**config.mk**
```make
export PLATFORM = sky130hd
export DESIGN_NAME = reg_write_arbiter_flat
export DESIGN_NICKNAME = d
export VERILOG_FILES = /design/src/rtl/reg_write_arbiter_pkg.sv /design/src/rtl/reg_write_arbiter_if.sv /design/src/rtl/reg_write_arbiter_hold_timer.sv /design/src/rtl/reg_write_arbiter.sv /design/src/flat_wrapper.sv
export SDC_FILE = /design/constraint.sdc
export NUM_CORES = 1
export LEC_CHECK = 0
export CORE_ASPECT_RATIO = 0.7
export CORE_MARGIN = 2
export CORE_UTILIZATION = 49
export CTS_CLUSTER_SIZE = 30
export DETAILED_ROUTE_END_ITERATION = 6
export GPL_ROUTABILITY_DRIVEN = 0
export GPL_TIMING_DRIVEN = 0
export PLACE_DENSITY = 0.87
export SLEW_MARGIN = 20
export SYNTH_ARGS = -nofsm -noshare
export SYNTH_HDL_FRONTEND = slang
export SYNTH_SLANG_ARGS = --single-unit
```
**constraint.sdc**
```tcl
create_clock -name clk_i -period 3.3 [get_ports clk_i]
set_clock_uncertainty 0.2 [all_clocks]
set_input_delay 0.66 -clock clk_i [delete_from_list [all_inputs] [get_ports clk_i]]
set_output_delay 0.66 -clock clk_i [all_outputs]
set_load 0.01 [all_outputs]
```
**src/rtl/reg_write_arbiter_pkg.sv**
```systemverilog
// Shared types for the control-register write arbiter: FSM states and owner encoding.
// Latency: n/a (types only); backpressure: n/a.
package reg_arb_pkg;

    typedef enum logic [1:0] {
        IDLE = 2'd0,
        OWN1 = 2'd1,
        OWN2 = 2'd2
    } arb_state_t;

    localparam logic [1:0] OWNER_NONE = 2'b00;
    localparam logic [1:0] OWNER_1    = 2'b01;
    localparam logic [1:0] OWNER_2    = 2'b10;

endpackage

```
**src/rtl/reg_write_arbiter_if.sv**
```systemverilog
// Requester/register-side bundle of the write arbiter; master = requesters, slave = arbiter.
// Latency: n/a (wiring only); backpressure: level requests held until their one-cycle ack.
interface reg_write_arbiter_if #(
    parameter int DW = 32
);
    logic          req1_i;
    logic [DW-1:0] data1_i;
    logic          req2_i;
    logic [DW-1:0] data2_i;
    logic          rel_i;
    logic          ack1_o;
    logic          ack2_o;
    logic          wr1_o;
    logic [DW-1:0] data1_o;
    logic          wr2_o;
    logic [DW-1:0] data2_o;
    logic [1:0]    owner_o;
    logic          busy_o;

    modport master (
        output req1_i, data1_i, req2_i, data2_i, rel_i,
        input  ack1_o, ack2_o, wr1_o, data1_o, wr2_o, data2_o, owner_o, busy_o
    );

    modport slave (
        input  req1_i, data1_i, req2_i, data2_i, rel_i,
        output ack1_o, ack2_o, wr1_o, data1_o, wr2_o, data2_o, owner_o, busy_o
    );
endinterface

```
**src/rtl/reg_write_arbiter_hold_timer.sv**
```systemverilog
// Ownership-window counter: loads MIN_HOLD-1 on grant, then counts down and saturates at 0.
// Latency: zero_o reflects the registered count; zero_nxt_o is the value it takes next cycle.
module hold_timer #(
    parameter int MIN_HOLD = 4
) (
    input  logic clk_i,
    input  logic rst_i,
    input  logic load_i,
    output logic zero_o,
    output logic zero_nxt_o
);
    localparam int CW = $clog2(MIN_HOLD + 1);
    localparam logic [CW-1:0] LOAD_VAL = CW'(MIN_HOLD - 1);

    logic [CW-1:0] cnt_q;
    logic [CW-1:0] cnt_d;

    always_comb begin
        cnt_d = cnt_q;
        if (load_i) begin
            cnt_d = LOAD_VAL;
        end else if (cnt_q != '0) begin
            cnt_d = cnt_q - CW'(1);
        end
    end

    always_ff @(posedge clk_i) begin
        if (rst_i) begin
            cnt_q <= '0;
        end else begin
            cnt_q <= cnt_d;
        end
    end

    assign zero_o     = (cnt_q == '0);
    assign zero_nxt_o = (cnt_d == '0);

endmodule

```
**src/rtl/reg_write_arbiter.sv**
```systemverilog
// Round-robin sharing of the control register's two write ports with a minimum ownership window.
// Latency: request sampled in N -> ack/strobe/data in N+1; losers and in-window rivals stay pending.
module reg_write_arbiter
    import reg_arb_pkg::*;
#(
    parameter int DW       = 32,
    parameter int MIN_HOLD = 4
) (
    input logic           clk_i,
    input logic           rst_i,
    reg_write_arbiter_if.slave bus
);
    arb_state_t    state_q, state_d;
    logic [1:0]    rr_last_q, rr_last_d;
    logic [DW-1:0] data_q, data_d;
    logic          grant1, grant2;
    logic          hold_zero, hold_zero_nxt;
    logic          r1, r2;

    logic          ack1_q, ack2_q, wr1_q, wr2_q, busy_q;
    logic [DW-1:0] data1_q, data2_q;
    logic [1:0]    owner_q;

    // A level request is still high during its own ack cycle; masking it there keeps acks single-cycle.
    assign r1 = bus.req1_i && !ack1_q;
    assign r2 = bus.req2_i && !ack2_q;

    hold_timer #(
        .MIN_HOLD (MIN_HOLD)
    ) u_hold_timer (
        .clk_i      (clk_i),
        .rst_i      (rst_i),
        .load_i     (grant1 || grant2),
        .zero_o     (hold_zero),
        .zero_nxt_o (hold_zero_nxt)
    );

    always_comb begin
        state_d = state_q;
        grant1  = 1'b0;
        grant2  = 1'b0;
        case (state_q)
            IDLE: begin
                if (r1 && r2) begin
                    if (rr_last_q == OWNER_1) grant2 = 1'b1;
                    else                      grant1 = 1'b1;
                end else if (r1) begin
                    grant1 = 1'b1;
                end else if (r2) begin
                    grant2 = 1'b1;
                end
            end
            OWN1: begin
                if (r2 && hold_zero)           grant2  = 1'b1;
                else if (r1)                   grant1  = 1'b1;
                else if (bus.rel_i && hold_zero) state_d = IDLE;
            end
            OWN2: begin
                if (r1 && hold_zero)           grant1  = 1'b1;
                else if (r2)                   grant2  = 1'b1;
                else if (bus.rel_i && hold_zero) state_d = IDLE;
            end
            default: state_d = IDLE;
        endcase

        if (grant1)      state_d = OWN1;
        else if (grant2) state_d = OWN2;

        rr_last_d = rr_last_q;
        data_d    = data_q;
        if (grant1) begin
            rr_last_d = OWNER_1;
            data_d    = bus.data1_i;
        end else if (grant2) begin
            rr_last_d = OWNER_2;
            data_d    = bus.data2_i;
        end
    end

    always_ff @(posedge clk_i) begin
        if (rst_i) begin
            state_q   <= IDLE;
            rr_last_q <= OWNER_2;
            data_q    <= '0;
            ack1_q    <= 1'b0;
            ack2_q    <= 1'b0;
            wr1_q     <= 1'b0;
            wr2_q     <= 1'b0;
            data1_q   <= '0;
            data2_q   <= '0;
            owner_q   <= OWNER_NONE;
            busy_q    <= 1'b0;
        end else begin
            state_q   <= state_d;
            rr_last_q <= rr_last_d;
            data_q    <= data_d;
            ack1_q    <= grant1;
            ack2_q    <= grant2;
            // Strobes are refreshed every owned cycle because the register clears without one.
            wr1_q     <= (state_d == OWN1);
            wr2_q     <= (state_d == OWN2);
            data1_q   <= (state_d == OWN1) ? data_d : '0;
            data2_q   <= (state_d == OWN2) ? data_d : '0;
            owner_q   <= (state_d == OWN1) ? OWNER_1 :
                         (state_d == OWN2) ? OWNER_2 : OWNER_NONE;
            busy_q    <= (state_d != IDLE) && !hold_zero_nxt;
        end
    end

    assign bus.ack1_o  = ack1_q;
    assign bus.ack2_o  = ack2_q;
    assign bus.wr1_o   = wr1_q;
    assign bus.wr2_o   = wr2_q;
    assign bus.data1_o = data1_q;
    assign bus.data2_o = data2_q;
    assign bus.owner_o = owner_q;
    assign bus.busy_o  = busy_q;

endmodule

```
**src/flat_wrapper.sv**
```systemverilog
// flat-port wrapper written by rule: the top's interface ports become plain ports
module reg_write_arbiter_flat import reg_arb_pkg::*;
#(
    parameter int DW       = 32,
    parameter int MIN_HOLD = 4
)
  (clk_i, rst_i, bus_req1_i, bus_data1_i, bus_req2_i, bus_data2_i, bus_rel_i, bus_ack1_o, bus_ack2_o, bus_wr1_o, bus_data1_o, bus_wr2_o, bus_data2_o, bus_owner_o, bus_busy_o);
  reg_write_arbiter_if #(.DW(DW)) bus_i ();
  input logic clk_i;
  input logic rst_i;
  input wire logic [$bits(bus_i.req1_i)-1:0] bus_req1_i;
  input wire logic [$bits(bus_i.data1_i)-1:0] bus_data1_i;
  input wire logic [$bits(bus_i.req2_i)-1:0] bus_req2_i;
  input wire logic [$bits(bus_i.data2_i)-1:0] bus_data2_i;
  input wire logic [$bits(bus_i.rel_i)-1:0] bus_rel_i;
  output wire logic [$bits(bus_i.ack1_o)-1:0] bus_ack1_o;
  output wire logic [$bits(bus_i.ack2_o)-1:0] bus_ack2_o;
  output wire logic [$bits(bus_i.wr1_o)-1:0] bus_wr1_o;
  output wire logic [$bits(bus_i.data1_o)-1:0] bus_data1_o;
  output wire logic [$bits(bus_i.wr2_o)-1:0] bus_wr2_o;
  output wire logic [$bits(bus_i.data2_o)-1:0] bus_data2_o;
  output wire logic [$bits(bus_i.owner_o)-1:0] bus_owner_o;
  output wire logic [$bits(bus_i.busy_o)-1:0] bus_busy_o;
  assign bus_i.req1_i = bus_req1_i;
  assign bus_i.data1_i = bus_data1_i;
  assign bus_i.req2_i = bus_req2_i;
  assign bus_i.data2_i = bus_data2_i;
  assign bus_i.rel_i = bus_rel_i;
  assign bus_ack1_o = bus_i.ack1_o;
  assign bus_ack2_o = bus_i.ack2_o;
  assign bus_wr1_o = bus_i.wr1_o;
  assign bus_data1_o = bus_i.data1_o;
  assign bus_wr2_o = bus_i.wr2_o;
  assign bus_data2_o = bus_i.data2_o;
  assign bus_owner_o = bus_i.owner_o;
  assign bus_busy_o = bus_i.busy_o;
  reg_write_arbiter #(.DW(DW), .MIN_HOLD(MIN_HOLD)) u_core (.clk_i(clk_i), .rst_i(rst_i), .bus(bus_i));
endmodule
```
After elaboration in Yosys (flattened, before gate mapping)
Cells that the tools add are included.
Word-level totals
  memories: 0
  bits of input ports: 69
  ROM bits: 0
  bits in writable memories: 0
  word-level logic and storage cells: 70
  bits in latches: 0
  output and inout bits: 71
  flip-flop bits (word level): 110
Operators by class
  shift-type cells: 0
  multiply operators: 0
  reductions and logical operators: 20
  multiplexer cells: 29
  add/sub/neg operators: 1
  bitwise logic cells: 2
  div/mod/pow operators: 0
  magnitude comparators: 0
  equal/unequal tests: 5
Operators with widths (count)
  2-to-1 mux 32 bit: 2
  2-to-1 mux 2 bit: 10
  2-to-1 mux 1 bit: 12
  logical AND 1 bit: 7
  == test 2 x 1 -> 1 bit (second input constant): 3
  logical NOT 3 bit: 2
  2-to-1 mux 3 bit: 2
  one-hot mux 1 bit (3 select lines): 2
  one-hot mux 2 bit (3 select lines): 1
  OR reduction 2 bit: 3
  == test 2 bit (second input constant): 2
  nonzero test 2 bit: 2
  logical NOT 1 bit: 3
  nonzero test 3 bit: 1
  subtractor 3 x 1 -> 3 bit (second input constant): 1
  logical NOT 2 bit: 1
  NOT 1 bit: 2
  logical OR 1 bit: 1

Depth between registers and ports, before layout
  depth in word-level cells: 11
  mapped depth: 10
  depth with buffers taken out: 7

Hierarchy
From an unflattened synthesis, not the netlist that was laid out.
Second synthesis, totals
  cell total of the unflattened synthesis: 351
  area total of the unflattened synthesis: 3768.6 um^2
By module, submodules not included
  reg_write_arbiter: area an instance 3578.4 um^2, times used 1, cells each 330, sequential area each 2122.0 um^2
  hold_timer: area an instance 190.2 um^2, times used 1, cells each 21, sequential area each 60.1 um^2

Worst setup path before layout
No wires, ideal clock.
  path type: input to register
  start point: input bus_req2_i
  end point: register u_core.data2_q[0] (netlist: u_core.bus.data2_o[0])
  library setup time: 0.070 ns
  cell stages on the path: 7
  path buffers: 2
  setup slack: 1.146 ns
  data arrival time: 1.885 ns
  data required time: 3.030 ns
  path through: nor2b_1 > clkbuf_1 > a21o_1 > a21oi_1 > clkbuf_1 > nand2_1 > a21oi_1
Between the ends
  word-level cells in the longest chain between the ends: 10
  elaborated cells on any way between the ends: 23
  those cells by class: 1 x eq/ne; 17 x mux; 1 x bitwise; 4 x reduce/logical
Ends and longest elaborated chain
  start: declaration: line flat_wrapper.sv:13  | input wire logic [$bits(bus_i.req2_i)-1:0] bus_req2_i;
  logical AND 1 bit *: line reg_write_arbiter.sv:26  | assign r2 = bus.req2_i && !ack2_q;
  2-to-1 mux 1 bit: line reg_write_arbiter.sv:49, reg_write_arbiter.sv:60
  2-to-1 mux 1 bit: line reg_write_arbiter.sv:47  | end else if (r1) begin
  2-to-1 mux 1 bit: line reg_write_arbiter.sv:44  | if (r1 && r2) begin
  one-hot mux 1 bit (3 select lines): line reg_write_arbiter.sv:42  | case (state_q)
  2-to-1 mux 2 bit: line reg_write_arbiter.sv:67  | else if (grant2) state_d = OWN2;
  2-to-1 mux 2 bit: line reg_write_arbiter.sv:66  | if (grant1) state_d = OWN1;
  == test 2 bit: line reg_write_arbiter.sv:103  | data2_q <= (state_d == OWN2) ? data_d : '0;
  NOT 1 bit (no line)
  OR reduction 2 bit (no line)
  end signal: assignment: line reg_write_arbiter.sv:103
  end: declaration: line reg_write_arbiter.sv:21  | logic [DW-1:0] data1_q, data2_q;
Every way passes the cells marked *; elsewhere a longest branch is shown, timed or not.
A chain may end at the register's enable or synchronous reset.

Worst setup path after layout
  start point: input bus_req2_i
  end point: register u_core.data2_q[28] (netlist: u_core.bus.data2_o[28])
The elaborated chain is that of the path after synthesis.

==> results.py <==
metrics = {
    "outcome": {
        "status": "finished, final reports clean",
    },
    "floorplanning": {
        "top_level_ports": 140,
        "coreArea_um2": 8340,
        "start_util": 0.498,
        "rows": 28,
        "dieArea_um2": 9240,
        "die_x_um": 114,
        "die_y_um": 81.0,
    },
    "placement": {
        "dpl_cell_area_um2": 5670,
        "hpwlAfterDp_mm": 9.05,
        "portBuffers": 139,
    },
    "clock_tree": {
        "ctsHoldBuffers": 0,
        "ctsRootBufferMaster": "clkbuf_16",
        "cts.path.max_buffers": 2,
        "cts_buffers": 9,
        "ctsResizeCount": 0,
        "clock_latency_ps": 350,
        "cts_tree": "built",
        "clkSinkCount": 109,
        "cts_setup_buffers": 0,
        "cts-htree-levels": 3,
        "cts.clk_slew.worst_paths_ps": 70,
    },
    "logic_synthesis": {
        "yosysTopAreaCell": "dfxtp_1",
        "yosysWarnings": 0,
        "synth_seq_area_share": 0.526,
        "syn_inst": 503,
        "synth.area.top_cells": "dfxtp_1 (53%), nand2_1 (12%), a21oi_1 (9.2%)",
        "synth_area_per_cell_um2": 8.25,
        "netlist.area_leader.share": 0.526,
        "synth_cell_types": 30,
        "syn_area_um2": 4150,
        "ys_ff_latch": 109,
        "syn_nets": 574,
    },
    "run": {
        "maxCapViolCount": 0,
    },
    "sta": {
        "period_share": 0.837,
        "period_needed_ps": 2760,
        "fmaxAchievable_ghz": 0.362,
        "setup_violations": 0,
        "hold_violations": 0,
        "rsz0062_at_grt": "false",
        "tns_ps": 0,
        "slew_headroom": 0.574,
        "drv_slew": 0,
        "tightest_slew_ps": 639,
    },
    "setup_path": {
        "cp.arrival_ps": 2830,
        "path_class": "input pin to register",
        "endpoint_kind": "register",
        "critPathLaunchType": "input pin",
        "required_ps": 3370,
        "critPathMaxFanout": 10,
        "reg2regPathDepth": 9,
    },
    "routing": {
        "totalWireLength_mm": 13.0,
        "wire_per_inst_um": 17.0,
        "drt-initial-drc-count": 566,
        "vias_per_cell": 5.68,
        "drc": 0,
        "dr.pass1.iters": 6,
        "vias": 4335,
        "ant_nets": 0,
    },
    "power_and_ir_drop": {
        "powerDensity_nw_per_um2": 544,
        "leakagePower_nw": 2.18,
        "ir_drop_uv": 336,
        "fin_total_pwr_mw": 3.25,
    },
    "finish": {
        "multi_input_area_um2": 1750,
        "design_area_um2": 5970,
        "nNetsFinal": 724,
        "utilization": 0.716,
        "layout-drive-gt1-share": 0.0729,
        "area_delta_synth_final_pct": 43.8,
        "regArea_um2": 2180,
        "antennaDiodeCount": 0,
        "fillers": 628,
    },
    "grt": {
        "grt_use_total": 0.279,
        "grt_pass1_vias": 4074,
        "met1_usage": 0.371,
        "grt_pass1_wl_mm": 20.0,
        "grt_max_degree": 19,
        "antenna_found_initial": 0,
        "top_usage_layer": "met2",
        "grt_overflow_total": 0,
        "grtUsageMet2": 0.445,
        "use_met3": 0.0701,
    },
    "hold_path": {
        "hold_class": "register to register",
        "worstHoldPathCells": 2,
    },
}
worst paths after layout:
kind                                           startpoint                                 to  slack (ps)
setup / recovery                               bus_req2_i  u_core.bus.data2_o[28]$_SDFF_PP0_         540
setup reg to reg  u_core.u_hold_timer.cnt_q[0]$_SDFF_PP0_  u_core.bus.data2_o[28]$_SDFF_PP0_         680
hold / removal                u_core.data_q[0]$_SDFF_PP0_   u_core.bus.data2_o[0]$_SDFF_PP0_         280
hold reg to reg               u_core.data_q[0]$_SDFF_PP0_   u_core.bus.data2_o[0]$_SDFF_PP0_         280
synthesized netlist by cell type:
master / instances
ha_1: 2
o211ai_2: 1
nor3_1: 2
inv_1: 3
o21ai_4: 1
xnor2_1: 1
nand3_1: 32
a21oi_1: 76
o31ai_2: 1
a31oi_1: 1
mux2i_1: 2
a2bb2oi_1: 1
buf_2: 22
nor2_1: 48
dfxtp_1: 109
o211a_1: 2
o21a_2: 1
a31o_1: 1
a21o_1: 1
o22ai_1: 2
a311oi_1: 32
nand2_1: 129
nand2b_1: 6
o31ai_1: 1
nor4b_2: 1
clkbuf_1: 16
o21ai_0: 1
buf_4: 4
buf_6: 1
nor2b_1: 3
per-layer routing:
layer | vias to the layer above | part of all wire
met1 | 2011 | 0.43
met4 | 0 | 0.017
met3 | 29 | 0.10
met5 | - | 0
li1 | 2017 | -
met2 | 278 | 0.46
power by group:
group	internal (mW)	leakage [nW]	switching, mW
registers	1.43	0.895	0.0663
logic	0.310	1.14	0.385
clock network	0.561	0.140	0.498
total	2.30	2.18	0.950
worst max-delay path, stage by stage:
cell	delay, ps
clkdlybuf4s50_1	420
nor2b_1	140
clkbuf_1	240
a21o_1	230
a21oi_1	400
clkbuf_1	460
nand2_1	100
a21oi_1	190
cell type report:
class                   count  area share
clock inverters             5     0.00733
repair buffers            139       0.233
well taps                 105      0.0220
plain buffers              43      0.0354
flip-flops and latches    109       0.365
inverters                   3     0.00189
multi-input cells         348       0.293
clock buffers              11      0.0423
layout by cell type (no fill, tap or decap), types with 2 or more instances in the layout:
cell,n
nand2b_1,6
clkbuf_16,9
a21oi_1,76
ha_1,2
mux2i_1,2
clkbuf_1,16
clkbuf_8,2
nor3_1,2
dfxtp_1,109
o211a_1,2
nand2_1,129
clkinvlp_4,2
buf_4,4
nor2_1,48
clkinv_4,2
buf_2,22
inv_1,3
nor2b_1,3
o22ai_1,2
nand3_1,32
a311oi_1,32
clkdlybuf4s50_1,139
sequential cells by signal (all words and copies together), names as in the netlist:
signal,count
u_core.bus.ack1_o,1
u_core.bus.ack2_o,1
u_core.bus.busy_o,1
u_core.bus.data1_o,32
u_core.bus.data2_o,32
u_core.bus.owner_o,1
u_core.bus.wr1_o,1
u_core.bus.wr2_o,1
u_core.data_q,32
u_core.rr_last_q,2
u_core.state_q,2
u_core.u_hold_timer.cnt_q,3
cell families after synthesis:
family	share of synthesized area
simple gates	0.218
compound gates	0.190
flops	0.526
buf+inv	0.0536
mux	0.00482
fa+ha+maj	0.00603
xor+xnor	0.00211
per-stage QoR:
step	std cells	hold slack (ps)	setup slack, ps
floorplan	503	248	1150
global placement	747	259	283
detailed placement	747	266	222
CTS	763	278	575
global route	763	294	358
finish	763	280	539
No activity file was read; power rests on OpenSTA's default activity.
